**config.mk**
```make
export PLATFORM = sky130hd
export DESIGN_NAME = fetch_unit
export DESIGN_NICKNAME = d
export VERILOG_FILES = /design/src/rtl/mips_pkg.sv /design/src/rtl/fetch_unit.sv
export SDC_FILE = /design/constraint.sdc
export NUM_CORES = 1
export LEC_CHECK = 0
export CAP_MARGIN = 20
export CORE_AREA = 8 8 110 187
export DETAILED_ROUTE_END_ITERATION = 7
export DIE_AREA = 0 0 118 195
export PLACE_DENSITY_LB_ADDON = 0.1
export SLEW_MARGIN = 20
export SYNTH_ARGS = -nofsm -noshare
export SYNTH_HDL_FRONTEND = slang
export SYNTH_SLANG_ARGS = --single-unit
export TNS_END_PERCENT = 1
```
**constraint.sdc**
```tcl
create_clock -name clk -period 3.8 [get_ports clk]
set_input_delay 0.76 -clock clk [delete_from_list [all_inputs] [get_ports clk]]
set_output_delay 0.76 -clock clk [all_outputs]
set_load 0.05 [all_outputs]
```
**src/rtl/mips_pkg.sv**
```systemverilog
// Types and constants shared across the MIPS pipeline stages.
package mips_pkg;

  typedef logic [31:0] word_t;

  localparam int unsigned INSTR_BYTES = 4;
  localparam word_t DEFAULT_RESET_PC = 32'h0000_0000;

endpackage

```
**src/rtl/fetch_unit.sv**
```systemverilog
// Instruction fetch: owns the PC, addresses a synchronous-read instruction memory and presents
// the returned word with its PC to IF/ID, absorbing stalls and execute-stage redirects.
module fetch_unit
  import mips_pkg::*;
#(
  parameter word_t       RESET_PC  = DEFAULT_RESET_PC,
  parameter int unsigned ADDR_BITS = 10
) (
  input  logic  clk,
  input  logic  rst,
  input  logic  stall,
  input  logic  redirect_valid,
  input  word_t redirect_pc,
  output word_t imem_addr,
  input  word_t imem_inst,
  output word_t if_inst,
  output word_t if_pc,
  output word_t if_pc_plus4,
  output logic  if_valid,
  output word_t fetch_count
);

  localparam word_t ADDR_MASK = word_t'((64'd1 << ADDR_BITS) - 64'd1);
  localparam word_t STEP      = word_t'(INSTR_BYTES);

  word_t pc_q, pc_d;
  word_t resp_pc_q, resp_pc_d;
  logic  resp_valid_q, resp_valid_d;
  word_t fetch_count_q, fetch_count_d;

  word_t fetch_addr;
  word_t redirect_target;
  logic  accept;

  always_comb begin
    redirect_target = redirect_pc & ~word_t'(3);

    pc_d          = pc_q;
    resp_pc_d     = resp_pc_q;
    resp_valid_d  = resp_valid_q;
    fetch_addr    = pc_q;

    if_valid      = resp_valid_q & ~redirect_valid;
    accept        = if_valid & ~stall;
    fetch_count_d = fetch_count_q + word_t'(accept);

    if (rst) begin
      fetch_addr = RESET_PC;
    end else if (redirect_valid) begin
      fetch_addr   = redirect_target;
      resp_pc_d    = redirect_target;
      pc_d         = redirect_target + STEP;
      resp_valid_d = 1'b1;
    end else if (stall) begin
      // Re-read the displayed word so imem_inst holds across the stall.
      fetch_addr = resp_pc_q;
    end else begin
      resp_pc_d    = pc_q;
      pc_d         = pc_q + STEP;
      resp_valid_d = 1'b1;
    end

    imem_addr   = (fetch_addr >> 2) & ADDR_MASK;
    if_inst     = imem_inst;
    if_pc       = resp_pc_q;
    if_pc_plus4 = resp_pc_q + STEP;
    fetch_count = fetch_count_q;
  end

  always_ff @(posedge clk) begin
    if (rst) begin
      pc_q          <= RESET_PC;
      resp_pc_q     <= RESET_PC;
      resp_valid_q  <= 1'b0;
      fetch_count_q <= '0;
    end else begin
      pc_q          <= pc_d;
      resp_pc_q     <= resp_pc_d;
      resp_valid_q  <= resp_valid_d;
      fetch_count_q <= fetch_count_d;
    end
  end

endmodule

```
==> results.py, run 1 <==
metrics = {
    "finish": {
        "fill_cells": 1876,
        "fin_area_mm2": 0.00783,
        "area.growth.synth_to_final_pct": 27.1,
        "drive_gt1_share_pct": 8.86,
        "diodes": 0,
        "finalNonFillerCells": 1103,
        "fin_util_pct": 43.6,
        "nets": 937,
    },
    "die": {
        "core_mm2": 0.0180,
        "initial_utilization_pct": 34.3,
        "dieHeight_um": 195,
        "io_pins": 229,
        "die_x_um": 118,
        "fp-row-count": 65,
        "die-area_mm2": 0.0230,
    },
    "route": {
        "totalWireLength_um": 19600,
        "first_iter_violations": 239,
        "drc": 0,
        "firstDrtPassIters": 5,
        "detail-route-antenna-nets": 0,
        "vias": 5715,
        "wl_per_cell_um": 17.8,
        "viasPerCell": 5.18,
    },
    "placed_design": {
        "numPortBuffers": 136,
        "placed_area_mm2": 0.00752,
        "hpwl_um": 15100,
        "gp_congestion": 0.848,
        "placedCellCount": 1087,
    },
    "critical_path": {
        "critical_path_class": "register to primary output",
        "worstPathArrival_ns": 2.73,
        "start_kind": "register",
        "crit-reg2reg-launch": "resp_valid_q",
        "worstPathMaxFanout": 7,
        "crit_path_end_kind": "primary output",
        "worst_ep_required_time_ns": 3.04,
        "crit_start": "if_pc[4]",
    },
    "global_routing": {
        "grt_pass1_vias": 5849,
        "grt_max_degree": 52,
        "grt_overflow": 0,
        "use_met1_pct": 16.0,
        "grt.total_usage_pct": 16.7,
        "busiest_layer": "met2",
        "grt_pass1_wl_um": 31200,
        "grt_antenna_before_repair": 0,
        "grt_use_met3_pct": 4.79,
        "met2_usage_pct": 31.9,
    },
    "synth": {
        "synth_compound_area_share_pct": 11.4,
        "synth-warning-count": 0,
        "synthMuxAreaShare_pct": 6.58,
        "synth_ff_type": "dfxtp_1",
        "syn_inst": 763,
        "ys_seq_area_share_pct": 30.2,
        "synth_xor_area_share_pct": 13.9,
        "synth-edff-count": 0,
        "avgSynthCellArea_um2": 8.08,
        "netlist_area_mm2": 0.00616,
        "synth_top_family_by_area": "simple AND/OR/NAND/NOR gates",
        "synthSimpleGateAreaFrac_pct": 26.8,
        "ys_ff_latch": 93,
        "synth-async-reset-ratio_pct": 0,
        "yosysUniqueCellTypes": 57,
        "yosys.area_share.adder_pct": 1.02,
    },
    "clock_tree": {
        "cts_setup_buffers": 0,
        "cts_tree": "built",
        "postCtsHoldBufs": 0,
        "cts_inserted_buffers": 9,
        "cts_resized": 0,
        "clockBufferDepth": 2,
        "path_clk_slew_ns": 0.08,
        "cts_sinks": 93,
        "htreeDepth": 3,
        "ctsRootBufferMaster": "clkbuf_16",
        "clk_latency_ns": 0.34,
    },
    "timing": {
        "hold_viol_final": 0,
        "min_period_ns": 3.49,
        "slew_headroom_pct": 60.3,
        "setup_viol": 0,
        "fin_crit_sh_pct": 91.9,
        "drv_slew": 0,
        "skew_ns": 0.0140,
        "rsz0062_at_grt": "false",
        "whs_ns": 0.483,
        "fmax_mhz": 286,
        "worstMarginPinSlew_ns": 0.591,
    },
    "power": {
        "peakVddDrop_uv": 270,
        "swShare_pct": 32.9,
        "power_frac_comb_pct": 23.7,
        "p_clk_share_pct": 35.7,
        "power_density_mw_per_mm2": 339,
        "p_total_uw": 2660,
        "switching_power_uw": 875,
        "internal_power_uw": 1780,
        "p_leak_uw": 0.00299,
        "seq_power_share_pct": 40.6,
    },
    "hold_path": {
        "hp-class": "register to register",
        "hold_start": "resp_valid_q",
    },
    "run": {
        "maxCapViolations": 0,
    },
    "outcome": {
        "status": "finished clean",
    },
}
metal layers:
| metal | share of wire, % | wire [um] |
|---|---|---|
| met1 | 37 | 7270 |
| met2 | 54 | 10500 |
| met3 | 6.1 | 1200 |
| met4 | 3.3 | 648 |
| met5 | 0 | 0 |
layout by cell type (no fill, tap or decap), drive strengths merged, types with 4 or more instances in the layout:
| cell | n |
|---|---|
| clkdlybuf4s50 | 117 |
| nor2 | 116 |
| dfxtp | 93 |
| nand2 | 53 |
| xor2 | 51 |
| xnor2 | 47 |
| buf | 41 |
| a21oi | 37 |
| mux2i | 36 |
| nand3 | 33 |
| nand4 | 29 |
| conb | 26 |
| a211oi | 22 |
| and3 | 17 |
| nand3b | 13 |
| o21ai | 13 |
| nor3 | 11 |
| clkbuf | 11 |
| nand4b | 10 |
| nor4 | 9 |
| or3 | 7 |
| a221oi | 7 |
| inv | 6 |
| and2 | 6 |
| o22ai | 5 |
| ha | 5 |
| nor2b | 5 |
| and4 | 4 |
| mux2 | 4 |
| nand2b | 4 |
| a22oi | 4 |
| o31a | 4 |
flip-flops by register name, indices dropped and copies added, names as in the netlist:
register,count
resp_valid_q,1
fetch_count,32
pc_q,30
if_pc,30
cells by family (layout without fill, tap and decap cells):
family | count (synthesis) | in the layout
simple gates | 323 | 323
xor+xnor | 98 | 98
buf+inv | 101 | 182
flops | 93 | 93
fa+ha+maj | 5 | 5
compound gates | 102 | 102
mux | 40 | 40
other cells | 1 | 26
cell type report:
class	count	area (um^2)	share of cell area, %
Clock inverter	5	58.8	0.751
Multi-Input combinational cell	594	3780	48.3
Sequential cell	93	1860	23.8
Timing Repair Buffer	160	1560	19.9
Inverter	6	22.5	0.287
Tap cell	234	293	3.74
Clock buffer	11	253	3.23
stage by stage:
step                      TNS, ns  worst slack (ns)
after floorplan           -0.0477           -0.0477
after global placement          0             0.455
after detailed placement        0             0.434
after CTS                       0            0.0333
after global routing            0            0.0878
final                           0             0.307
path summary, 6_finish.rpt:
check,to,depth (start not counted),slack [ns]
hold / removal,resp_valid_q,2,0.48
setup / recovery,if_pc_plus4[19],6,0.31
setup reg to reg,fetch_count[28],9,1.30
hold reg to reg,resp_valid_q,2,0.48
power by group through the flow:
stage / Sequential [uW] / Clock (uW) / Combinational [uW]
6_report: 1080 / 949 / 630
5_1_grt: 1090 / 1010 / 670
4_1_cts: 1080 / 980 / 635
3_5_place_dp: 1100 / 0 / 632
3_3_place_gp: 1100 / 0 / 628
2_1_floorplan: 1160 / 0 / 466
worst max-delay path, cell delays in order, from the launching register on:
cell             delay [ns]
dfxtp_1                0.49
and4_1                 0.35
nand3_1                0.19
nor3_1                 0.24
buf_4                  0.17
xor2_1                 0.14
clkdlybuf4s50_1        0.81
cell usage after synthesis, types with 11 or more instances:
library cell | number | share of area, %
nand3_1 | 32 | 2.6
o21ai_0 | 13 | 1.1
mux2i_1 | 36 | 5.8
xor2_1 | 51 | 7.2
nand2_1 | 52 | 3.2
xnor2_1 | 47 | 6.7
a211oi_1 | 19 | 2.3
dfxtp_1 | 93 | 30
clkbuf_1 | 21 | 1.3
buf_4 | 58 | 7.1
nand4_1 | 28 | 2.8
nor3_1 | 11 | 0.89
nand3b_1 | 13 | 1.6
and3_1 | 17 | 1.7
nor2_1 | 116 | 7.1
a21oi_1 | 37 | 3.0
No activity file was read; power rests on OpenSTA's default activity.
==> inputs of run 2 (changes only) <==
==> constraint.sdc (replaced) <==
create_clock -name clk -period 3.6 [get_ports clk]
set_input_delay 0.72 -clock clk [delete_from_list [all_inputs] [get_ports clk]]
set_output_delay 0.72 -clock clk [all_outputs]
set_load 0.1 [all_outputs]
==> run 2 against run 1 <==
  * Sequential share of layout area shrank 0.61 points
  * Core utilization grew 1.2 points
  * Wire length grew 2.0%
  * Worst setup slack lost 0.064 ns
  * Design area grew 2.7%
  * Clock power grew 1%
  * Clock skew shrank 0.0042 ns
  * First-iteration DRC count shrank 18%
  * Flip-flop and latch count is the same
  * Non-clock buffer count grew 2
  * Cell count grew 0.18%
  * Critical path type unchanged
  * Largest power group unchanged
  * Highest routed layer unchanged
==> results.py, run 2 (synthesis results as in run 1) <==
metrics = {
    "outcome": {
        "status": "finished clean",
    },
    "route": {
        "firstDrtPassIters": 4,
        "first_iter_violations": 197,
        "totalWireLength_um": 20000,
        "detail-route-antenna-nets": 0,
        "drc": 0,
        "viasPerCell": 5.20,
        "vias": 5746,
        "wl_per_cell_um": 18.1,
    },
    "critical_path": {
        "worstRegToRegCells": 9,
        "start_kind": "register",
        "worstPathMaxFanout": 7,
        "worstPathArrival_ns": 2.64,
        "endpoint": "if_pc_plus4[31]",
        "r2r_slack_ns": 1.13,
        "crit_start": "if_pc[4]",
        "critical_path_class": "register to primary output",
        "r2r_end": "fetch_count[30]",
        "worst_ep_required_time_ns": 2.88,
        "crit_path_end_kind": "primary output",
        "crit-reg2reg-launch": "resp_valid_q",
    },
    "clock_tree": {
        "htreeDepth": 3,
        "clk_latency_ns": 0.34,
        "clockBufferDepth": 2,
        "cts_sinks": 93,
        "ctsRootBufferMaster": "clkbuf_16",
        "cts_inserted_buffers": 9,
        "cts_tree": "built",
        "path_clk_slew_ns": 0.07,
    },
    "finish": {
        "fill_cells": 1824,
        "finalNonFillerCells": 1105,
        "final_common_cell": "nor2_1",
        "final_cell_mix": "nor2_1 (115), dfxtp_1 (93), buf_4 (70), clkdlybuf4s50_1 (66), nand2_1 (52)",
        "fin_util_pct": 44.7,
        "diodes": 0,
        "drive_gt1_share_pct": 16.9,
        "area.growth.synth_to_final_pct": 30.5,
        "nets": 939,
        "largest_reg_flops": 32,
    },
    "timing": {
        "min_period_ns": 3.36,
        "hold_viol_final": 0,
        "rsz0062_at_grt": "false",
        "worstMarginPinSlew_ns": 1.01,
        "setup_tns_ns": 0,
        "skew_ns": 0.00977,
        "setup_viol": 0,
        "slew_headroom_pct": 32.5,
        "fin_crit_sh_pct": 93.3,
        "drv_slew": 0,
        "whs_ns": 0.483,
        "fmax_mhz": 298,
    },
    "global_routing": {
        "grt_antenna_before_repair": 0,
        "grt_max_degree": 54,
        "grt_pass1_vias": 6019,
        "grt_overflow": 0,
        "grt.total_usage_pct": 17.1,
        "grt_pass1_wl_um": 31900,
    },
    "die": {
        "core_mm2": 0.0180,
        "fp-row-count": 65,
        "dieHeight_um": 195,
        "die_x_um": 118,
        "die-area_mm2": 0.0230,
        "io_pins": 229,
        "initial_utilization_pct": 34.3,
    },
    "hold_path": {
        "min_delay_path_depth": 2,
        "hp-class": "register to register",
    },
    "power": {
        "peakVddDrop_uv": 207,
        "power_density_mw_per_mm2": 380,
        "p_leak_uw": 0.00318,
        "switching_power_uw": 1190,
        "seq_power_share_pct": 37.3,
        "power_frac_comb_pct": 31.2,
        "swShare_pct": 38.8,
        "p_clk_share_pct": 31.5,
        "internal_power_uw": 1870,
        "p_total_uw": 3050,
    },
    "placed_design": {
        "hpwl_um": 15700,
        "placedCellCount": 1089,
        "gp_congestion": 0.874,
        "numPortBuffers": 136,
    },
    "run": {
        "maxCapViolations": 0,
    },
}
-- run 2: cell count changes in the layout (fill, tap and decap cells not counted), sizes merged --
cell           previous run  this run
buf                      41        96
clkbuf                   11        10
dlymetal6s2s              2         0
clkinv                    2         3
clkdlybuf4s50           117        66
-- run 2: cell type report --
type | count | area (um^2) | area share [%]
clock buffers | 10 | 229 | 2.85
clock inverters | 6 | 63.8 | 0.794
inverters | 6 | 22.5 | 0.280
multi-input cells | 594 | 3890 | 48.4
flip-flops and latches | 93 | 1860 | 23.2
well taps | 234 | 293 | 3.64
repair buffers | 162 | 1680 | 20.8
-- run 2: metal layers --
layer	global-route usage (%)	wire length, um
met1	15.5	7060
met2	34.2	11200
met3	4.25	1090
met4	8.02	675
met5	0	0
-- run 2: power groups by stage --
stage               Sequential, uW  Clock [uW]  Combinational [uW]
global route                  1150        1030                 994
finish                        1140         960                 953
CTS                           1140         994                 958
floorplan                     1300           0                 741
detailed placement            1160           0                 956
global placement              1160           0                 950
-- run 2: how the worst min path moves through the flow --
stage / startpoint / to
global route: resp_valid_q / resp_valid_q
detailed placement: resp_valid_q / resp_valid_q
floorplan: resp_valid_q / resp_valid_q
global placement: resp_valid_q / resp_valid_q
finish: resp_valid_q / resp_valid_q
CTS: resp_valid_q / resp_valid_q
-- run 2: stage by stage --
step / area, um^2 / worst slack [ns]
final: 8040 / 0.242
after global routing: 8040 / 0.0837
after CTS: 8040 / 0.0815
after detailed placement: 7750 / 0.424
after global placement: 7750 / 0.435
after floorplan: 6370 / -0.604
-- run 2: critical path: stages, from the launching register on --
cell	delay, ns
dfxtp_1	0.48
and4_1	0.26
buf_4	0.16
nand3_1	0.16
nor3_1	0.22
buf_4	0.16
nand3_1	0.08
buf_4	0.18
nor2_1	0.18
xor2_2	0.21
buf_12	0.20
-- run 2: timing repair --
item                                    in CTS  in global routing
hold buffers                                 0                  0
gates resized for setup                      0                  1
endpoints found under the setup margin       0                  1
buffers inserted                             0                  0
==> inputs of run 3 (changes only) <==
CAP_MARGIN = unset   (was 20)
PLACE_DENSITY = 0.67   (was unset)
PLACE_DENSITY_LB_ADDON = unset   (was 0.1)
==> run 3 against run 2 <==
  * Wire length down 2.5%
  * Sequential share of layout area up 0.30 points
  * Design area down 1.3%
  * Register-to-register slack better by 0.02 ns
  * Worst hold slack worse by 0.020 ns
  * Core utilization down 0.56 points
  * Highest routed layer unchanged
==> results.py, run 3 (synthesis results as in run 1) <==
metrics = {
    "clock_tree": {
        "clk_latency_ns": 0.34,
        "cts_sinks": 93,
        "postCtsHoldBufs": 0,
        "cts_setup_buffers": 0,
        "ctsRootBufferMaster": "clkbuf_16",
        "path_clk_slew_ns": 0.06,
        "clockBufferDepth": 2,
        "cts_resized": 0,
        "htreeDepth": 3,
        "cts_tree": "built",
        "cts_inserted_buffers": 9,
    },
    "timing": {
        "min_period_ns": 3.36,
        "rsz0062_at_grt": "false",
        "fmax_mhz": 298,
        "fin_ws_ns": 0.239,
        "drv_slew": 0,
        "worstMarginPinSlew_ns": 0.997,
        "whs_ns": 0.463,
        "slew_headroom_pct": 33.3,
        "hold_viol_final": 0,
        "fin_crit_sh_pct": 93.4,
        "setup_viol": 0,
        "skew_ns": 0.0116,
    },
    "global_routing": {
        "grt_pass1_wl_um": 31300,
        "grt_antenna_before_repair": 0,
        "grt_max_degree": 90,
        "grt_overflow": 0,
        "grt.total_usage_pct": 16.6,
        "grt_pass1_vias": 5836,
    },
    "critical_path": {
        "crit-reg2reg-launch": "resp_valid_q",
        "worst_ep_required_time_ns": 2.88,
        "start_kind": "register",
        "critical-path-top-delay-family": "simple AND/OR/NAND/NOR gates",
        "crit_start": "if_pc[4]",
        "r2r_slack_ns": 1.15,
        "path_buf_inv": 3,
        "crit_path_end_kind": "primary output",
        "endpoint": "if_pc_plus4[31]",
        "worstPathMaxFanout": 7,
        "worstPathArrival_ns": 2.64,
        "critical_path_class": "register to primary output",
        "worstRegToRegCells": 9,
        "cp_slowest_cell": "dfxtp_1",
        "crit_chain": "and4_1 -> nand3_1 -> nor3_1 -> buf_4 -> nand3_1 -> buf_4 -> nor2_1 -> xor2_2 -> buf_12",
        "critPathMaxStageDelay_ns": 0.47,
        "r2r_end": "fetch_count[30]",
        "path_depth": 9,
    },
    "route": {
        "drc": 0,
        "viasPerCell": 5.16,
        "vias": 5674,
        "firstDrtPassIters": 6,
        "totalWireLength_um": 19500,
        "first_iter_violations": 250,
        "detail-route-antenna-nets": 0,
        "wl_per_cell_um": 17.7,
    },
    "placed_design": {
        "post-place-ws_ns": 0.378,
        "numPortBuffers": 136,
        "gp_congestion": 0.819,
        "hpwl_um": 14900,
    },
    "finish": {
        "largest_reg_flops": 32,
        "final_cell_mix": "nor2_1 (116), dfxtp_1 (93), buf_4 (68), clkdlybuf4s50_1 (66), nand2_1 (52)",
        "diodes": 0,
        "drive_gt1_share_pct": 16.2,
        "final_common_cell": "nor2_1",
        "fill_cells": 1830,
        "seq_area_mm2": 0.00186,
        "multiInputGateArea_mm2": 0.00389,
        "area.growth.synth_to_final_pct": 28.8,
        "nets": 934,
    },
    "die": {
        "die-area_mm2": 0.0230,
        "initial_utilization_pct": 34.3,
        "io_pins": 229,
        "core_mm2": 0.0180,
        "dieHeight_um": 195,
        "fp-row-count": 65,
        "die_x_um": 118,
    },
    "hold_path": {
        "hold_start": "resp_valid_q",
        "hp-class": "register to register",
    },
    "outcome": {
        "status": "finished clean",
    },
    "power": {
        "peakVddDrop_uv": 223,
        "power_density_mw_per_mm2": 376,
        "p_leak_uw": 0.00313,
    },
    "run": {
        "maxCapViolations": 0,
    },
}
-- run 3: how the worst min path moves through the flow --
stage                         to  cells after the start
global route        resp_valid_q                      2
finish              resp_valid_q                      2
CTS                 resp_valid_q                      2
floorplan           resp_valid_q                      2
global placement    resp_valid_q                      2
detailed placement  resp_valid_q                      2
-- run 3: per-layer routing --
layer | vias up | track usage, % | part of all wire, %
met5 | - | 0 | 0
met3 | 51 | 4.85 | 6.3
met4 | 0 | 8.59 | 3.2
met2 | 161 | 30.7 | 53
li1 | 2789 | - | -
met1 | 2673 | 16.3 | 37
-- run 3: layout make-up --
type / instances / area share (%)
multi-input combinational: 594 / 49.0
inverter: 6 / 0.284
sequential: 93 / 23.4
clock buffer: 11 / 2.93
timing repair buffer: 157 / 20.2
tap: 234 / 3.69
clock inverter: 5 / 0.457
-- run 3: per-stage QoR --
stage	setup TNS [ns]	util (%)	area, um^2	total power, uW	std cells
after floorplan	-13.16	-	6370	2040	788
after global placement	0	42.7	7670	2100	1084
after detailed placement	0	42.7	7670	2110	1084
after CTS	0	44.2	7940	3020	1100
after global routing	0	44.2	7940	3100	1100
final	0	44.2	7940	2980	1100
-- run 3: worst register-to-register path: cells and delay by family, from the launching register on --
| kind | cells | cell delay [ns] |
|---|---|---|
| AND/OR/NAND/NOR | 6 | 1.50 |
| flip-flops | 1 | 0.32 |
| AO/OA/AOI/OAI | 1 | 0.14 |
| adder cells (fa/ha/maj) | 2 | 0.44 |
-- run 3: report_power, final --
group	internal, uW	switching [uW]
logic	244	692
registers	1080	66.1
clock network	472	432
total	1790	1190
